`config.mk`:
```
export PLATFORM = sky130hd
export DESIGN_NAME = id_ex_stage
export DESIGN_NICKNAME = d
export VERILOG_FILES = /design/src/rtl/id_ex_stage.sv
export SDC_FILE = /design/constraint.sdc
export NUM_CORES = 1
export LEC_CHECK = 0
export BUFFER_PORTS_ARGS = -buffer_cell sky130_fd_sc_hd__buf_2
export CAP_MARGIN = 5
export CORE_MARGIN = 5
export CORE_UTILIZATION = 51
export DETAILED_ROUTE_END_ITERATION = 10
export PLACE_DENSITY = 0.95
export REMOVE_ABC_BUFFERS = 1
export SLEW_MARGIN = 40
export SYNTH_ARGS = -nofsm -noshare
export SYNTH_HDL_FRONTEND = slang
export SYNTH_SLANG_ARGS = --single-unit
```
`constraint.sdc`:
```
create_clock -name i_clk -period 3.55 [get_ports i_clk]
set_input_delay 0.355 -clock i_clk [delete_from_list [all_inputs] [get_ports i_clk]]
set_output_delay 0.355 -clock i_clk [all_outputs]
set_load 0.005 [all_outputs]
```
`src/rtl/id_ex_stage.sv`:
```
// id_ex_stage: decode-to-execute pipeline register for the RV32I integer
// computational subset (OP, OP-IMM, LUI, AUIPC). Decodes the instruction,
// resolves forwarded source operands and registers the ALU operands, the ALU
// operation code and the writeback tag for the execute stage.
//
// Ports:
//   i_clk, i_rst        clock and synchronous active-high reset
//   i_valid, o_id_ready upstream handshake (o_id_ready is combinational)
//   i_instr, i_pc       instruction word and address
//   i_rs1_data/rs2_data register-file reads of instr[19:15] / instr[24:20]
//   i_fwd_ex_*          EX-stage forwarding path (we, rd, data)
//   i_fwd_mem_*         MEM-stage forwarding path (we, rd, data)
//   i_flush             kill held and incoming instruction
//   i_ex_ready          execute stage accepts this cycle
//   o_valid .. o_illegal registered payload for the execute stage
module id_ex_stage #(
    parameter int XLEN = 32
) (
    input  logic            i_clk,
    input  logic            i_rst,
    input  logic            i_valid,
    output logic            o_id_ready,
    input  logic [31:0]     i_instr,
    input  logic [XLEN-1:0] i_pc,
    input  logic [XLEN-1:0] i_rs1_data,
    input  logic [XLEN-1:0] i_rs2_data,
    input  logic            i_fwd_ex_we,
    input  logic [4:0]      i_fwd_ex_rd,
    input  logic [XLEN-1:0] i_fwd_ex_data,
    input  logic            i_fwd_mem_we,
    input  logic [4:0]      i_fwd_mem_rd,
    input  logic [XLEN-1:0] i_fwd_mem_data,
    input  logic            i_flush,
    input  logic            i_ex_ready,
    output logic            o_valid,
    output logic [XLEN-1:0] o_op_a,
    output logic [XLEN-1:0] o_op_b,
    output logic [3:0]      o_alu_op,
    output logic [4:0]      o_rd,
    output logic            o_rd_we,
    output logic [XLEN-1:0] o_pc,
    output logic            o_illegal
);

    typedef enum logic [3:0] {
        ALU_ADD  = 4'd0,
        ALU_SUB  = 4'd1,
        ALU_SLT  = 4'd2,
        ALU_SLTU = 4'd3,
        ALU_XOR  = 4'd4,
        ALU_OR   = 4'd5,
        ALU_AND  = 4'd6,
        ALU_SLL  = 4'd7,
        ALU_SRL  = 4'd8,
        ALU_SRA  = 4'd9
    } alu_op_e;

    localparam logic [6:0] OPC_OP    = 7'b0110011;
    localparam logic [6:0] OPC_OPIMM = 7'b0010011;
    localparam logic [6:0] OPC_LUI   = 7'b0110111;
    localparam logic [6:0] OPC_AUIPC = 7'b0010111;

    logic [6:0]      opcode;
    logic [2:0]      funct3;
    logic [6:0]      funct7;
    logic [4:0]      rs1;
    logic [4:0]      rs2;
    logic [4:0]      rd;
    logic [XLEN-1:0] imm_i;
    logic [XLEN-1:0] imm_u;
    logic [XLEN-1:0] shamt;
    logic [XLEN-1:0] src1;
    logic [XLEN-1:0] src2;
    logic [XLEN-1:0] dec_a;
    logic [XLEN-1:0] dec_b;
    alu_op_e         dec_alu;
    logic            dec_illegal;
    logic            accept;

    assign opcode = i_instr[6:0];
    assign funct3 = i_instr[14:12];
    assign funct7 = i_instr[31:25];
    assign rs1    = i_instr[19:15];
    assign rs2    = i_instr[24:20];
    assign rd     = i_instr[11:7];
    assign imm_i  = {{20{i_instr[31]}}, i_instr[31:20]};
    assign imm_u  = {i_instr[31:12], 12'b0};
    assign shamt  = {27'b0, i_instr[24:20]};

    assign o_id_ready = !o_valid || i_ex_ready;
    assign accept     = i_valid && o_id_ready && !i_flush;

    // x0 always reads zero; EX beats MEM beats the register file. A match
    // requires src != 0, so a forward with rd == 0 can never be selected.
    function automatic logic [XLEN-1:0] fwd_select(
        input logic [4:0]      src,
        input logic [XLEN-1:0] rf,
        input logic            ex_we,
        input logic [4:0]      ex_rd,
        input logic [XLEN-1:0] ex_data,
        input logic            mem_we,
        input logic [4:0]      mem_rd,
        input logic [XLEN-1:0] mem_data
    );
        if (src == 5'd0)                   return '0;
        else if (ex_we && ex_rd == src)    return ex_data;
        else if (mem_we && mem_rd == src)  return mem_data;
        else                               return rf;
    endfunction

    // funct3 to ALU op for the shared OP / OP-IMM table (no SUB/SRA here).
    function automatic alu_op_e base_op(input logic [2:0] f3);
        case (f3)
            3'b001:  return ALU_SLL;
            3'b010:  return ALU_SLT;
            3'b011:  return ALU_SLTU;
            3'b100:  return ALU_XOR;
            3'b101:  return ALU_SRL;
            3'b110:  return ALU_OR;
            3'b111:  return ALU_AND;
            default: return ALU_ADD;
        endcase
    endfunction

    assign src1 = fwd_select(rs1, i_rs1_data, i_fwd_ex_we, i_fwd_ex_rd, i_fwd_ex_data,
                             i_fwd_mem_we, i_fwd_mem_rd, i_fwd_mem_data);
    assign src2 = fwd_select(rs2, i_rs2_data, i_fwd_ex_we, i_fwd_ex_rd, i_fwd_ex_data,
                             i_fwd_mem_we, i_fwd_mem_rd, i_fwd_mem_data);

    // Instruction decode. Illegal encodings collapse to ADD with zero
    // operands so the execute stage sees a harmless, deterministic payload.
    always_comb begin
        dec_illegal = 1'b0;
        dec_alu     = ALU_ADD;
        dec_a       = '0;
        dec_b       = '0;
        case (opcode)
            OPC_OP: begin
                dec_a = src1;
                dec_b = src2;
                case (funct3)
                    3'b000: begin
                        if (funct7 == 7'h00)      dec_alu = ALU_ADD;
                        else if (funct7 == 7'h20) dec_alu = ALU_SUB;
                        else                      dec_illegal = 1'b1;
                    end
                    3'b101: begin
                        if (funct7 == 7'h00)      dec_alu = ALU_SRL;
                        else if (funct7 == 7'h20) dec_alu = ALU_SRA;
                        else                      dec_illegal = 1'b1;
                    end
                    default: begin
                        if (funct7 == 7'h00)      dec_alu = base_op(funct3);
                        else                      dec_illegal = 1'b1;
                    end
                endcase
            end
            OPC_OPIMM: begin
                dec_a = src1;
                dec_b = imm_i;
                case (funct3)
                    3'b001: begin
                        dec_b   = shamt;
                        dec_alu = ALU_SLL;
                        if (funct7 != 7'h00) dec_illegal = 1'b1;
                    end
                    3'b101: begin
                        dec_b = shamt;
                        if (funct7 == 7'h00)      dec_alu = ALU_SRL;
                        else if (funct7 == 7'h20) dec_alu = ALU_SRA;
                        else                      dec_illegal = 1'b1;
                    end
                    default: dec_alu = base_op(funct3);
                endcase
            end
            OPC_LUI: begin
                dec_a = '0;
                dec_b = imm_u;
            end
            OPC_AUIPC: begin
                dec_a = i_pc;
                dec_b = imm_u;
            end
            default: dec_illegal = 1'b1;
        endcase
        if (dec_illegal) begin
            dec_alu = ALU_ADD;
            dec_a   = '0;
            dec_b   = '0;
        end
    end

    // Pipeline register. Flush only clears valid; a stall (not ready) leaves
    // every payload bit untouched, so forwarded values are captured once.
    always_ff @(posedge i_clk) begin
        if (i_rst) begin
            o_valid   <= 1'b0;
            o_op_a    <= '0;
            o_op_b    <= '0;
            o_alu_op  <= '0;
            o_rd      <= '0;
            o_rd_we   <= 1'b0;
            o_pc      <= '0;
            o_illegal <= 1'b0;
        end else if (i_flush) begin
            o_valid <= 1'b0;
        end else if (o_id_ready) begin
            o_valid <= i_valid;
            if (accept) begin
                o_op_a    <= dec_a;
                o_op_b    <= dec_b;
                o_alu_op  <= dec_alu;
                o_rd      <= rd;
                o_rd_we   <= !dec_illegal && (rd != 5'd0);
                o_pc      <= i_pc;
                o_illegal <= dec_illegal;
            end
        end
    end

endmodule

```
-- Yosys cells after proc, flatten, opt, wreduce, memory -nomap -nowiden
Cells that the tools add are included.
- add/sub/neg operators: 0
- $mul: 0
- div/mod/pow operators: 0
- $lt $le $gt $ge: 0
- equal/unequal tests: 16
- shift-type cells: 0
- muxes and demuxes: 29
- bitwise operators: 1
- reduce and logical (&&, ||, !) cells: 23
- operators with widths (kind ; count):
    32-bit two-way mux ; 9
    32-bit case mux with 3 select lines ; 1
    32-bit case mux with 2 select lines ; 1
    4-bit case mux with 2 select lines ; 3
    7-bit by 6-bit == test with 1-bit output (second input constant) ; 3
    5-bit == test ; 4
    3-bit case mux with 6 select lines ; 1
    3-bit case mux with 5 select lines ; 1
    7-bit by 5-bit == test with 1-bit output (second input constant) ; 2
    3-bit == test (second input constant) ; 4
    4-bit two-way mux ; 3
    5-bit zero test ; 2
    2-bit OR reduction ; 5
    1-bit logical AND ; 7
    7-bit zero test ; 1
    1-bit two-way mux ; 7
    7-bit nonzero test ; 1
    3-bit by 2-bit == test with 1-bit output (second input constant) ; 2
    5-bit nonzero test ; 1
    3-bit by 1-bit == test with 1-bit output (second input constant) ; 1
    1-bit zero test ; 3
    3-bit zero test ; 1
    3-bit two-way mux ; 1
    1-bit case mux with 3 select lines ; 1
    4 further kinds ; 4
- register bits: 108
- bits in latches: 0
- RAM bits: 0
- ROM bits: 0
- output and inout bits: 109
- logic and storage cells: 77
- memories kept: 0

-- Logic depth before layout (Yosys ltp)
Gate-level depths: netlist of the first run.
- word-level depth: 7
- gate-level depth with buffers: 8
- gate-level depth less buffers: 6

-- Worst setup path before layout of the first run
No wires, ideal clock.
- path kind: input -> register
- start point: in i_instr[3]
- end point: reg o_op_b[21]
- library setup time: 0.087 ns
- arrival: 2.128 ns
- data required time: 3.463 ns
- setup slack: 1.335 ns
- stages: 6
- path through: or3b_4 -> or3_4 -> nor4_4 -> buf_6 -> a211oi_2 -> a221oi_2
- longest elaborated chain between the ends: 4
- elaborated cells between the ends (all ways): 8
- RTL lines (what ; line ; RTL):
    from (decl) ; 23 ; input logic [31:0] i_instr,
    7-bit by 5-bit == test with 1-bit output / 7-bit by 6-bit == test with 1-bit output (equally long branches) ; 137 ; case (opcode)
    2-bit OR reduction (no line) ; n/a ;
    32-bit case mux with 3 select lines / 1-bit case mux with 3 select lines (equally long branches) ; 137 ;
    32-bit two-way mux (*) ; 186 ; if (dec_illegal) begin
    to (signal assigned) ; 199 ; o_op_b <= '0;
    to (signal assigned) ; 211 ; o_op_b <= dec_b;
    to (decl) ; 37 ; output logic [XLEN-1:0] o_op_b,
Mark *: on every way between the ends. The rest lies on a longest branch, timed or not.
A chain may end at the register's enable or synchronous reset.

-- Worst setup path after layout of the first run
- start point: reg o_valid
- end point: reg o_op_b[19]
- longest elaborated chain between the ends: 5
- RTL lines (what ; line ; RTL):
    from (decl) ; 35 ; output logic o_valid,
    from (signal assigned) ; 208 ; o_valid <= i_valid;
    1-bit zero test (*) ; 90 ; assign o_id_ready = !o_valid || i_ex_ready;
    1-bit logical OR (*) ; 90 ;
    1-bit logical AND (2 in a row) ; 91 ; assign accept = i_valid && o_id_ready && !i_flush;
    3-bit AND reduction (no line) (*) ; n/a ;
Marks and branches as above.

==> impl_metrics.toml, run 1 <==
[setup_path]
path_class = "register to register"
required_ps = 3810
critPathMaxFanout = 49
start_kind = "register"
end_kind = "register"
worstPathArrival_ps = 2620

[die]
rows = 41
ios = 318
die_h_um = 124
core_area_um2 = 12700
die_w_um = 124
die_area_um2 = 15400
start_util = 0.522

[drt]
drt_iter0_drc = 923
drt_wl_total_um = 27900
met1_length_um = 10200
via_per_inst = 6.50
highest_layer = "met4"
wl_per_cell_um = 22.2
vias = 8183
wl_met3_um = 3310
drc = 0
wl_met2_um = 13300
ant_nets = 0
drtPass1Iterations = 5

[cts]
postCtsHoldBufs = 0
clkLatencyLatePin_ps = 360
clockRootBuffer = "clkbuf_16"
clk_path_buf_depth = 2
htree_levels = 3
cts.sinks = 108
post_cts_buffers = 0
numCtsBuffers = 9
cts_resized = 0
clk_pin_slew_ps = 70
cts_tree = "done"

[yosys]
ys_ff_latch = 108
syn_area_per_cell_um2 = 8.08
ys_seq_area_frac = 0.325
synthTopCellsByArea = "dfxtp_1 (33%), a21boi_0 (7.2%), nand2_1 (6.4%)"
synth-edff-count = 0
syn_area_um2 = 6650
yosys.area.top_type = "dfxtp_1"
netlist_instances = 822
synth_ff_type = "dfxtp_1"
async_flop_share = 0
synth.most_common_cell = "nand2_1"
synthDistinctLibCells = 56
synth_common_cells = "nand2_1 (113), dfxtp_1 (108), clkbuf_1 (80)"
synth.top_cell.area_share = 0.325
synth_warnings = 0

[final_layout]
fin_cells = 1258
nNetsFinal = 1291
design_area_um2 = 8700
fillCellCount = 1047
utilization = 0.684
layout-drive-gt1-share = 0.379
area_delta_synth_final_pct = 30.9
n_antenna_cell = 0
multi_input_area_um2 = 4180
register_area_um2 = 2160

[timing]
fmax_mhz = 424
final.period_utilization = 0.664
fin_setup_tns_ps = 0
finalHoldViolations = 0
setup_viol = 0
finClkSkew_ps = 5.20
rsz0062_at_grt = "no"
slew_headroom = 0.465
period_minus_slack_ps = 2360
whs_ps = 194
worst_slack_ps = 1190
worst_pin_slew_ps = 802
finalMaxSlewViolations = 0

[placed_design]
dp_hpwl_um = 19800
placed_cells = 1243
placed_area_um2 = 8370
place_ws_ps = 932
port_buffers = 317
gp_congestion = 0.876

[pwr]
leakagePower_nw = 3.63
power_density_nw_per_um2 = 330
peakVddDrop_mv = 0.342
finalPower_mw = 2.87

[global_route]
grt_pass1_wl_um = 40900
grt_pass1_vias = 7774
grt_usage = 0.341
grt_antenna_before_repair = 0
grt_overflow = 0
grt_max_degree = 65

[hold_path]
hp-class = "input pin to register"

[outcome]
outcome = "completed"

[flow_run]
cap_violations = 0
## path summary, 6_finish.rpt
kind / start / end / slack, ps / cells past startpoint
worst max-delay path: o_valid / o_op_b[19] / 1190 / 7
worst min-delay path: i_flush / o_valid / 190 / 2
worst max register to register: o_valid / o_op_b[19] / 1190 / 7
worst min register to register: o_pc[28] / o_pc[28] / 450 / 2
## final cells by class
class                      instances  share of cell area
timing repair buffer             340               0.208
multi-input combinational        621               0.481
clock inverter                     4             0.00834
inverter                           2            0.000863
sequential                       108               0.249
tap                              172              0.0247
clock buffer                      11              0.0291
## sequential cells by signal, summed over array words and instances (netlist names)
signal     count
o_op_a        32
o_illegal      1
o_alu_op       4
o_rd           5
o_valid        1
o_rd_we        1
o_pc          32
o_op_b        32
## critical path, cell delays in order (launching register included)
cell and delay (ps):
dfxtp_1 340, nor2b_1 530, inv_1 200, nand2b_4 400, buf_12 290, a32o_1 170
a211oi_1 50, a221oi_1 250
## where the power goes
group,switching (mW),internal (mW),total (mW)
Combinational,0.313,0.195,0.508
Sequential,0.0105,1.23,1.24
Clock,0.468,0.652,1.12
Total,0.792,2.08,2.87
## routing by layer
| layer | track usage | vias up |
|---|---|---|
| met5 | 0 | - |
| met1 | 0.407 | 3790 |
| li1 | - | 3654 |
| met3 | 0.0976 | 108 |
| met4 | 0.140 | 0 |
| met2 | 0.575 | 631 |
## logic make-up after synthesis
| family | share of synthesized area |
|---|---|
| AOI/OAI and AO/OA | 0.396 |
| and+or+nand+nor | 0.193 |
| DFF | 0.325 |
| buffers and inverters | 0.0548 |
| xor gates and xnor gates | 0.0290 |
| muxes | 0.00151 |
## cells in the final DEF (no fill, tap or decap), types with 3 or more instances in the layout
cell type  count
a221oi_2      10
nor2_1        42
a211oi_2      11
a211oi_1      53
nor4_4         3
xnor2_1        6
o31ai_1       19
a32o_1        19
nand2_1      113
nor2_4         4
clkbuf_16      9
and3_1        32
o32ai_1       14
a32oi_1       39
nand4_1        3
a221oi_1       9
a21oi_1       51
xor2_1        16
a21boi_0      64
o311ai_0      10
buf_4         21
nor3_1        15
buf_2        316
dfxtp_1      108
and2_1         3
nand4b_1       6
o21ai_0       20
a31oi_1        5
or2_2         19
(Power assumes the default switching activity.)
==> run 2: changes to the inputs <==
CORE_UTILIZATION = 43   (was 51)
PLACE_DENSITY = 0.86   (was 0.95)
clock period = 1.9 ns   (was 3.55 ns; I/O delays follow)
==> run 2 against run 1 <==
Effect of this change: first-iteration DRC count decreased by 34%; clock skew up 3.4 ps; sequential power grew 87%; register-to-register slack got worse by 1100 ps; hold slack got worse by 160 ps; clock power up 79%; utilization is 6.1 points lower; critical path depth down 1; sequential cell count stayed put; wire length up 5.3%; total power is 87% higher.
==> impl_metrics.toml, run 2 (synthesized netlist as in run 1, its figures left out) <==
[setup_path]
worstPathArrival_ps = 2120
path_class = "register to register"
crit_slowest_cell = "or4_4"
critPathMaxFanout = 9
reg2reg_depth = 6
r2r_start = "o_valid"
crit_chain = "nor2b_1 > or4_4 > nor2_4 > nand3_4 > clkbuf_16 > o32ai_1"
path_depth = 6
start_kind = "register"
crit_family = "simple AND/OR/NAND/NOR gates"
critPathLaunch = "o_valid"
required_ps = 2170
cp_num_buf_inv = 1
slowest_delay_ps = 520
r2r_end = "o_op_a[12]"
end_kind = "register"
crit_end = "o_op_a[12]"
ff2ff_setup_slack_ps = 50

[timing]
finClkSkew_ps = 8.62
worst_pin_slew_ps = 826
rsz0062_at_grt = "yes"
finalHoldViolations = 0
slew_headroom = 0.446
final.period_utilization = 0.974
fmax_mhz = 540
finalMaxSlewViolations = 0
setup_viol = 0
worst_slack_ps = 48.7
period_minus_slack_ps = 1850
whs_ps = 29.5

[global_route]
grtUsageMet1 = 0.380
globalRouteMet3Util = 0.0716
grt_usage = 0.304
top_usage_layer = "met2"
grt_pass1_vias = 7839
grt_max_degree = 75
grt_overflow = 0
grt_pass1_wl_um = 42900
grt_use_met2 = 0.515
grt_antenna_before_repair = 1

[drt]
drc = 0
wl_per_cell_um = 22.1
vias = 8244
ant_nets = 0
drt_iter0_drc = 606
drtPass1Iterations = 5
drt_wl_total_um = 29400
via_per_inst = 6.21

[final_layout]
fillCellCount = 1323
area_delta_synth_final_pct = 42.4
fin_cells = 1328
nNetsFinal = 1344
layout-drive-gt1-share = 0.420
largestRegisters = "o_op_a (32), o_op_b (32), o_pc (32)"
final_cell_mix = "buf_2 (316), nand2_1 (113), dfxtp_1 (108)"
final_common_cell = "buf_2"

[die]
rows = 45
die_w_um = 134
die_area_um2 = 18000
core_area_um2 = 15200
die_h_um = 134
start_util = 0.437
ios = 318

[placed_design]
port_buffers = 317
placed_cells = 1307
dp_hpwl_um = 21700
gp_congestion = 0.873
place_ws_ps = -242

[hold_path]
hp-class = "input pin to register"
hold_depth = 2

[pwr]
sequentialPowerShare = 0.432
power_frac_clock = 0.373
combPwrFrac = 0.196
peakVddDrop_mv = 0.519
leakagePower_nw = 4.00
switching_power_mw = 1.51
intPower_mw = 3.87
sw_frac_of_total = 0.281
power_density_nw_per_um2 = 568
finalPower_mw = 5.38

[cts]
postCtsHoldBufs = 0
clk_pin_slew_ps = 70
clk_path_buf_depth = 2
htree_levels = 3
cts.sinks = 108
clkLatencyLatePin_ps = 350
clockRootBuffer = "clkbuf_16"
cts_tree = "done"
numCtsBuffers = 9

[flow_run]
cap_violations = 0

[outcome]
outcome = "completed"
-- run 2: cell type report --
cell class / instances / area (um2) / area share
Multi-Input combinational cell: 621 / 4300 / 0.454
Timing Repair Buffer: 393 / 2450 / 0.259
Sequential cell: 108 / 2160 / 0.228
Clock buffer: 12 / 267 / 0.0282
Tap cell: 188 / 235 / 0.0249
Clock inverter: 3 / 45.0 / 0.00476
Inverter: 2 / 7.51 / 0.000793
Antenna cell: 1 / 2.50 / 0.000264
-- run 2: worst min path at each step --
stage                  from         end  slack, ps
detailed placement  i_flush     o_valid        390
floorplan             i_rst  o_op_b[21]        260
finish              i_flush     o_valid         30
global placement    i_flush     o_valid        390
global route        i_flush     o_valid         20
CTS                 i_flush     o_valid         10
-- run 2: metal layers --
metal | wire, um | vias to the layer above
met5 | 7 | -
met4 | 787 | 2
met3 | 2610 | 74
met2 | 14100 | 489
met1 | 11800 | 3911
li1 | - | 3768
-- run 2: timing repair --
item | in CTS | in global routing
pin swaps | 0 | 4
gates cloned | 0 | 1
endpoints found under the setup margin | 1 | 36
gates resized for setup | 1 | 25
buffers inserted | 0 | 4
-- run 2: stage by stage --
stage / TNS, ps / util / cell area [um2]
after CTS: 0 / 0.609 / 9260
after detailed placement: -10960 / 0.588 / 8940
after floorplan: -161830 / - / 6290
after global placement: -12650 / 0.588 / 8940
final: 0 / 0.623 / 9460
after global routing: -31.7 / 0.622 / 9460
-- run 2: power by group through the flow --
| stage | combinational, mW | clock (mW) | sequential (mW) |
|---|---|---|---|
| 3_3_place_gp | 1.00 | 0 | 2.37 |
| 5_1_grt | 1.12 | 2.13 | 2.33 |
| 2_1_floorplan | 0.344 | 0 | 2.38 |
| 4_1_cts | 1.02 | 2.03 | 2.32 |
| 3_5_place_dp | 1.02 | 0 | 2.37 |
| 6_report | 1.05 | 2.01 | 2.32 |
